**config.mk**
```make
export PLATFORM = sky130hd
export DESIGN_NAME = posit_add_stream_ctrl
export DESIGN_NICKNAME = d
export VERILOG_FILES = /design/src/rtl/posit_add_stream_ctrl.sv
export SDC_FILE = /design/constraint.sdc
export NUM_CORES = 1
export LEC_CHECK = 0
export BUFFER_PORTS_ARGS = -buffer_cell sky130_fd_sc_hd__buf_4
export CAP_MARGIN = 10
export CELL_PAD_IN_SITES_DETAIL_PLACEMENT = 1
export CELL_PAD_IN_SITES_GLOBAL_PLACEMENT = 1
export CORE_AREA = 2 2 132 134
export CTS_CLUSTER_SIZE = 12
export DETAILED_ROUTE_END_ITERATION = 16
export DIE_AREA = 0 0 134 136
export HOLD_SLACK_MARGIN = 0.12
export PLACE_DENSITY_LB_ADDON = 0.1
export SYNTH_ARGS = -nofsm -noshare
export SYNTH_HDL_FRONTEND = slang
export SYNTH_SLANG_ARGS = --single-unit
```
**constraint.sdc**
```tcl
create_clock -name aclk -period 3.4 [get_ports aclk]
set_clock_uncertainty 0.15 [all_clocks]
set_input_delay 0.51 -clock aclk [delete_from_list [all_inputs] [get_ports aclk]]
set_output_delay 0.51 -clock aclk [all_outputs]
set_load 0.005 [all_outputs]
```
**src/rtl/posit_add_stream_ctrl.sv**
```systemverilog
// posit_add_stream_ctrl
//
// Streaming wrapper around an external fixed-latency posit adder. Operand
// pairs arrive on a valid/ready slave port, are registered and issued to the
// adder, and the sums are collected in a first-word-fall-through result FIFO
// that feeds a valid/ready master port. A credit rule (buffered plus in-flight
// results never exceed DEPTH) keeps the FIFO from overflowing even though the
// adder itself cannot be stalled.
//
// Ports
//   aclk, aresetn              clock, asynchronous active-low reset
//   s_valid/s_ready            operand handshake
//   s_in1, s_in2, s_last       operands and end-of-batch marker
//   add_in1, add_in2,
//   add_start                  registered operands and start pulse to the adder
//   add_result, add_inf,
//   add_zero, add_done         adder outputs, LATENCY cycles after add_start
//   m_valid/m_ready            result handshake
//   m_result, m_inf, m_zero,
//   m_last                     head-of-FIFO result (zero while m_valid=0)
//   cnt_inf, cnt_zero          saturating counts of NaR / zero results written
//   busy                       any result in flight or buffered
//   seq_err                    sticky: add_done disagreed with the issue tracker

module posit_add_stream_ctrl #(
    parameter int N       = 8,
    parameter int ES      = 4,
    parameter int LATENCY = 3,
    parameter int DEPTH   = 8
) (
    input  logic         aclk,
    input  logic         aresetn,
    input  logic         s_valid,
    output logic         s_ready,
    input  logic [N-1:0] s_in1,
    input  logic [N-1:0] s_in2,
    input  logic         s_last,
    output logic [N-1:0] add_in1,
    output logic [N-1:0] add_in2,
    output logic         add_start,
    input  logic [N-1:0] add_result,
    input  logic         add_inf,
    input  logic         add_zero,
    input  logic         add_done,
    output logic         m_valid,
    input  logic         m_ready,
    output logic [N-1:0] m_result,
    output logic         m_inf,
    output logic         m_zero,
    output logic         m_last,
    output logic [15:0]  cnt_inf,
    output logic [15:0]  cnt_zero,
    output logic         busy,
    output logic         seq_err
);

    localparam int AW = $clog2(DEPTH);          // FIFO address bits
    localparam int PW = AW + 1;                 // pointer bits, extra MSB for full/empty
    localparam int IW = $clog2(LATENCY + 2);    // in-flight count: tracker bits + issue stage
    localparam int CW = PW + 1;                 // credit sum width
    localparam int GW = $clog2(LATENCY + 1);    // post-reset guard counter
    localparam int EW = N + 3;                  // FIFO entry: {result, inf, zero, last}

    // Elaboration-time sanity check of the parameter set.
    if (DEPTH <= LATENCY || (DEPTH & (DEPTH - 1)) != 0 || LATENCY < 1 || ES >= N) begin : g_bad_params
        $error("posit_add_stream_ctrl: need LATENCY >= 1, DEPTH a power of two > LATENCY, ES < N");
    end

    function automatic logic [15:0] sat_inc(input logic [15:0] v, input logic en);
        return (en && v != 16'hFFFF) ? v + 16'd1 : v;
    endfunction

    logic                  accept;
    logic [N-1:0]          in1_p0;
    logic [N-1:0]          in2_p0;
    logic                  vld_p0;
    logic                  last_p0;
    logic [LATENCY-1:0]    vld_sr;
    logic [LATENCY-1:0]    last_sr;
    logic                  tap_vld;
    logic                  tap_last;
    logic [IW-1:0]         inflight_count;
    logic [PW-1:0]         wr_ptr;
    logic [PW-1:0]         rd_ptr;
    logic [PW-1:0]         fifo_count;
    logic                  fifo_wr;
    logic                  fifo_rd;
    logic                  fifo_empty;
    logic                  fifo_full;
    logic [EW-1:0]         mem [DEPTH];
    logic [EW-1:0]         head;
    logic [CW-1:0]         credit_used;
    logic [GW-1:0]         guard;
    logic                  seq_err_q;
    logic [15:0]           cnt_inf_q;
    logic [15:0]           cnt_zero_q;

    // Credit: every accepted pair owns a FIFO slot from issue until it is read,
    // so the FIFO can never be written while full. s_ready is forced low
    // while reset is asserted.
    assign credit_used = CW'(fifo_count) + CW'(inflight_count);
    assign s_ready     = aresetn && (credit_used < CW'(DEPTH));
    assign accept      = s_valid && s_ready;

    // ---- stage p0: issue register toward the adder ----
    always_ff @(posedge aclk or negedge aresetn) begin
        if (!aresetn) begin
            in1_p0  <= '0;
            in2_p0  <= '0;
            vld_p0  <= 1'b0;
            last_p0 <= 1'b0;
        end else begin
            vld_p0 <= accept;
            if (accept) begin
                in1_p0  <= s_in1;
                in2_p0  <= s_in2;
                last_p0 <= s_last;
            end
        end
    end

    assign add_in1   = in1_p0;
    assign add_in2   = in2_p0;
    assign add_start = vld_p0;

    // ---- stages p1..pLATENCY: issue tracker mirroring the adder pipeline ----
    // Entry 0 is loaded from the start pulse, so the tap lines up with the
    // cycle in which the adder raises add_done for that issue.
    always_ff @(posedge aclk or negedge aresetn) begin
        if (!aresetn) begin
            vld_sr  <= '0;
            last_sr <= '0;
        end else begin
            vld_sr[0]  <= vld_p0;
            last_sr[0] <= last_p0;
            for (int i = 1; i < LATENCY; i++) begin
                vld_sr[i]  <= vld_sr[i-1];
                last_sr[i] <= last_sr[i-1];
            end
        end
    end

    assign tap_vld  = vld_sr[LATENCY-1];
    assign tap_last = last_sr[LATENCY-1];

    // The issue stage counts as in flight so a pair accepted on the last free
    // credit is already reflected in s_ready on the following cycle.
    always_comb begin
        inflight_count = IW'(vld_p0);
        for (int i = 0; i < LATENCY; i++) begin
            inflight_count = inflight_count + IW'(vld_sr[i]);
        end
    end

    // ---- result FIFO (first-word-fall-through) ----
    assign fifo_wr    = tap_vld;
    assign fifo_rd    = m_valid && m_ready;
    assign fifo_count = wr_ptr - rd_ptr;
    assign fifo_empty = (wr_ptr == rd_ptr);
    assign fifo_full  = (wr_ptr[AW] != rd_ptr[AW]) && (wr_ptr[AW-1:0] == rd_ptr[AW-1:0]);

    always_ff @(posedge aclk or negedge aresetn) begin
        if (!aresetn) begin
            wr_ptr <= '0;
            rd_ptr <= '0;
        end else begin
            if (fifo_wr) wr_ptr <= wr_ptr + 1'b1;
            if (fifo_rd) rd_ptr <= rd_ptr + 1'b1;
        end
    end

    always_ff @(posedge aclk) begin
        if (fifo_wr) mem[wr_ptr[AW-1:0]] <= {add_result, add_inf, add_zero, tap_last};
    end

    assign head     = mem[rd_ptr[AW-1:0]];
    assign m_valid  = !fifo_empty;
    // Outputs are forced to zero when empty so stale storage never shows.
    assign m_result = m_valid ? head[EW-1:3] : '0;
    assign m_inf    = m_valid && head[2];
    assign m_zero   = m_valid && head[1];
    assign m_last   = m_valid && head[0];

    always_ff @(posedge aclk or negedge aresetn) begin
        if (!aresetn) begin
            cnt_inf_q  <= '0;
            cnt_zero_q <= '0;
        end else if (fifo_wr) begin
            cnt_inf_q  <= sat_inc(cnt_inf_q, add_inf);
            cnt_zero_q <= sat_inc(cnt_zero_q, add_zero);
        end
    end

    assign cnt_inf  = cnt_inf_q;
    assign cnt_zero = cnt_zero_q;

    // ---- sequence check ----
    // The adder is not reset with us; results issued before a reset can still
    // come out afterwards. The guard masks the check for LATENCY cycles after
    // release, which is exactly the window in which such leftovers can appear.
    always_ff @(posedge aclk or negedge aresetn) begin
        if (!aresetn) begin
            guard     <= GW'(LATENCY);
            seq_err_q <= 1'b0;
        end else begin
            if (guard != '0) guard <= guard - 1'b1;
            if (guard == '0 && (tap_vld != add_done)) seq_err_q <= 1'b1;
        end
    end

    assign seq_err = seq_err_q;
    assign busy    = (inflight_count != '0) || (fifo_count != '0);

    no_write_when_full : assert property (@(posedge aclk) disable iff (!aresetn) !(fifo_wr && fifo_full));

endmodule
```
==> impl_metrics.sql <==
INSERT INTO impl_metrics (metric_group, metric, value, unit) VALUES
('synthesis', 'synth-xor-area-share', '3.592', '%'),
('drt', 'antenna_left', '0', ''),
('final_layout', 'final_nets', '605', ''),
('synthesis', 'synth_ff_type', 'sky130_fd_sc_hd__edfxtp_1', ''),
('drt', 'detailroute.wirelength.met2', '7145', 'um'),
('synthesis', 'main_combinational_cell_family_by_area_after_synthesis', 'multiplexers', ''),
('grt', 'first_pass_grt_wire_length', '23610', 'um'),
('synthesis', 'area_share_of_fa_ha_maj_cells_after_synthesis', '2.889', '%'),
('drt', 'dr.max_layer_used', 'met4', ''),
('timing', 'maxSlewHeadroom', '41.49', '%'),
('die', 'die_area', '0.01822', 'mm2'),
('worst_setup_path', 'critPathMostFrequentCell', 'sky130_fd_sc_hd__ha_4', ''),
('timing', 'final_critical_path_setup_slack', '134.8', 'ps'),
('status', 'status', 'finished clean', ''),
('worst_setup_path', 'terminus_of_the_critical_flop_to_flop_path', 'add_in2[5]$_DFFE_PN0P_', ''),
('place', 'placement.cell_area', '0.007634', 'mm2'),
('drt', 'detail_route.first_pass.iterations', '4', ''),
('synthesis', 'async_reset_ff_share', '43.23', '%'),
('die', 'io-pin-count', '96', ''),
('worst_setup_path', 'timing.critical_path.max_delay_family', 'adder cells', ''),
('timing', 'worst_tran_pin_value', '877.7', 'ps'),
('cts', 'cts-buffers-inserted', '17', ''),
('synthesis', 'synth_area_leader_cell', 'sky130_fd_sc_hd__edfxtp_1', ''),
('cts', 'cts_buffer_depth', '2', ''),
('timing', 'timing_max_transition_violations_final', '0', ''),
('pwr', 'power.density_cell_area', '809.3', 'mW/mm2'),
('worst_setup_path', 'critical-path-slowest-cell', 'sky130_fd_sc_hd__fa_1', ''),
('drt', 'drt-vias-per-instance', '5.074', ''),
('synthesis', 'synth_area_leaders', 'sky130_fd_sc_hd__edfxtp_1 (40%), sky130_fd_sc_hd__dfrtp_1 (25%), sky130_fd_sc_hd__mux4_2 (7.5%)', ''),
('timing', 'hold_viol', '0', ''),
('flow_run', 'maxCapViolations', '0', ''),
('worst_hold_path', 'hold_path_class', 'in -> async', ''),
('pwr', 'switching_power', '2.146', 'mW'),
('synthesis', 'netlist.area_leader.share', '40.14', '%'),
('final_layout', 'drive_gt1_share', '36.43', '%'),
('grt', 'grt_usage', '17.05', '%'),
('drt', 'drt-met1-wl', '6546', 'um'),
('synthesis', 'ys_warn_count', '0', ''),
('pwr', 'power_switching_share', '32.20', '%'),
('cts', 'clockRootBuffer', 'sky130_fd_sc_hd__clkbuf_16', ''),
('place', 'dpl_ws', '377.6', 'ps'),
('worst_setup_path', 'worst-path-buf-inv', '3', ''),
('synthesis', 'synth.net_count', '483', ''),
('synthesis', 'synth_compound_gate_area_share', '3.744', '%'),
('synthesis', 'number_of_synthesized_flops_with_an_enable_pin', '88', ''),
('die', 'core', '0.01688', 'mm2'),
('worst_setup_path', 'critPathLaunchType', 'flip-flop', ''),
('pwr', 'power_report.internal_total', '4.519', 'mW'),
('cts', 'clock_tree_from_tritoncts', 'yes', ''),
('worst_setup_path', 'r2r_start', 'vld_sr[2]$_DFF_PN0_', ''),
('worst_setup_path', 'end_kind', 'output pin', ''),
('synthesis', 'netlist_instances', '437', ''),
('grt', 'antenna_found_initial', '0', ''),
('worst_setup_path', 'ws_path_type', 'reg -> out', ''),
('die', 'x_dimension_of_the_die', '134', 'um'),
('drt', 'drt-total-wl', '14630', 'um'),
('grt', 'pin_count_of_the_biggest_net_entering_global_routing', '68', ''),
('pwr', 'combPwrFrac', '35.8', '%'),
('synthesis', 'synth_sequential_area_ratio', '65.64', '%'),
('cts', 'clk-insertion-delay-late', '410', 'ps'),
('final_layout', 'final_non_filler_cell_area', '0.008235', 'mm2'),
('grt', 'grt_overflow', '0', ''),
('timing', 'max_freq', '306.3', 'MHz'),
('drt', 'drt_first_iter_violations', '249', ''),
('worst_setup_path', 'setup_slack_of_the_worst_register_to_register_path', '420', 'ps'),
('cts', 'number_of_buffers_inserted_for_hold_repair_after_clock_tree_synthesis', '0', ''),
('timing', 'setup_violations', '0', ''),
('synthesis', 'post_synth_and_or_nand_nor_area_fraction', '10.60', '%'),
('worst_setup_path', 'reg2regPathDepth', '11', ''),
('timing', 'setup_repair_after_global_routing_missed_its_margin', 'no', ''),
('worst_setup_path', 'critical_path.cell_chain', 'inv_2 -> fa_1 -> inv_1 -> ha_2 -> ha_4 -> ha_4 -> nand4b_1 -> and4b_1 -> and2_4 -> buf_4', '');
## power groups by stage
stage	registers, mW	logic, mW	clock network [mW]
after global placement	2.59	2.24	0
after detailed placement	2.61	2.31	0
after global routing	2.63	2.64	1.83
after floorplan	2.58	1.35	0
final	2.58	2.38	1.71
after CTS	2.58	2.34	1.75
## metal layers
metal / GRT usage [%] / vias up
met5: 0 / -
met4: 6.383 / 0
met3: 4.661 / 15
met2: 27.44 / 86
met1: 22.22 / 2056
li1: - / 1882
## cells by family (layout without fill, tap and decap cells)
| group | Yosys count | count (layout) |
|---|---|---|
| multiplexers | 46 | 46 |
| XOR/XNOR | 27 | 27 |
| AO/OA/AOI/OAI | 38 | 38 |
| flip-flops | 155 | 155 |
| adder cells (fa/ha/maj) | 14 | 14 |
| buffers and inverters | 30 | 164 |
| AND/OR/NAND/NOR | 127 | 127 |
## state kept, by name, indices dropped and copies added, names as in the netlist
name / cells
add_in1: 8
add_in2: 8
add_start: 1
cnt_inf: 16
cnt_zero: 16
guard: 2
last_p0: 1
last_sr: 3
mem: 88
rd_ptr: 4
seq_err: 1
vld_sr: 3
wr_ptr: 4
## cells in the mapped netlist, drive strengths merged (3+ instances only)
cell type / n
nand3: 14
clkbuf: 6
ha: 12
a31oi: 6
nor2: 15
mux4: 22
dfrtp: 65
mux2: 24
nor4: 7
nand4: 11
nor3: 12
and3: 3
xor2: 16
inv: 18
xnor2: 11
nand2: 46
buf: 6
a21oi: 19
edfxtp: 88
and4: 4
## area by class of cell
class / count / area [um2]
Clock inverter: 14 / 101.3
Fill cell: 1683 / 8641
Sequential cell: 155 / 4322
Tap cell: 225 / 281.5
Clock buffer: 17 / 425.4
Multi-Input combinational cell: 252 / 2175
Inverter: 18 / 67.56
Timing Repair Buffer: 115 / 863.3
## how the worst max path moves through the flow
stage                              startpoint                     end  slack [ps]  cells past startpoint
final                     vld_sr[2]$_DFF_PN0_                 s_ready         130                     10
after global routing      vld_sr[2]$_DFF_PN0_                 s_ready          30                     10
after CTS                 add_start$_DFF_PN0_                 s_ready          10                     10
after detailed placement  add_start$_DFF_PN0_  add_in2[2]$_DFFE_PN0P_         380                     10
after global placement    add_start$_DFF_PN0_                 s_ready         420                     10
after floorplan           vld_sr[2]$_DFF_PN0_  add_in1[0]$_DFFE_PN0P_         280                     12
## timing repair
| item | CTS | global route |
|---|---|---|
| resized for setup | 0 | 6 |
| endpoints found under the setup margin | 1 | 1 |
| pin swaps | 1 | 2 |
| setup buffers | 2 | 3 |
Power figures use the tool's default switching activity.
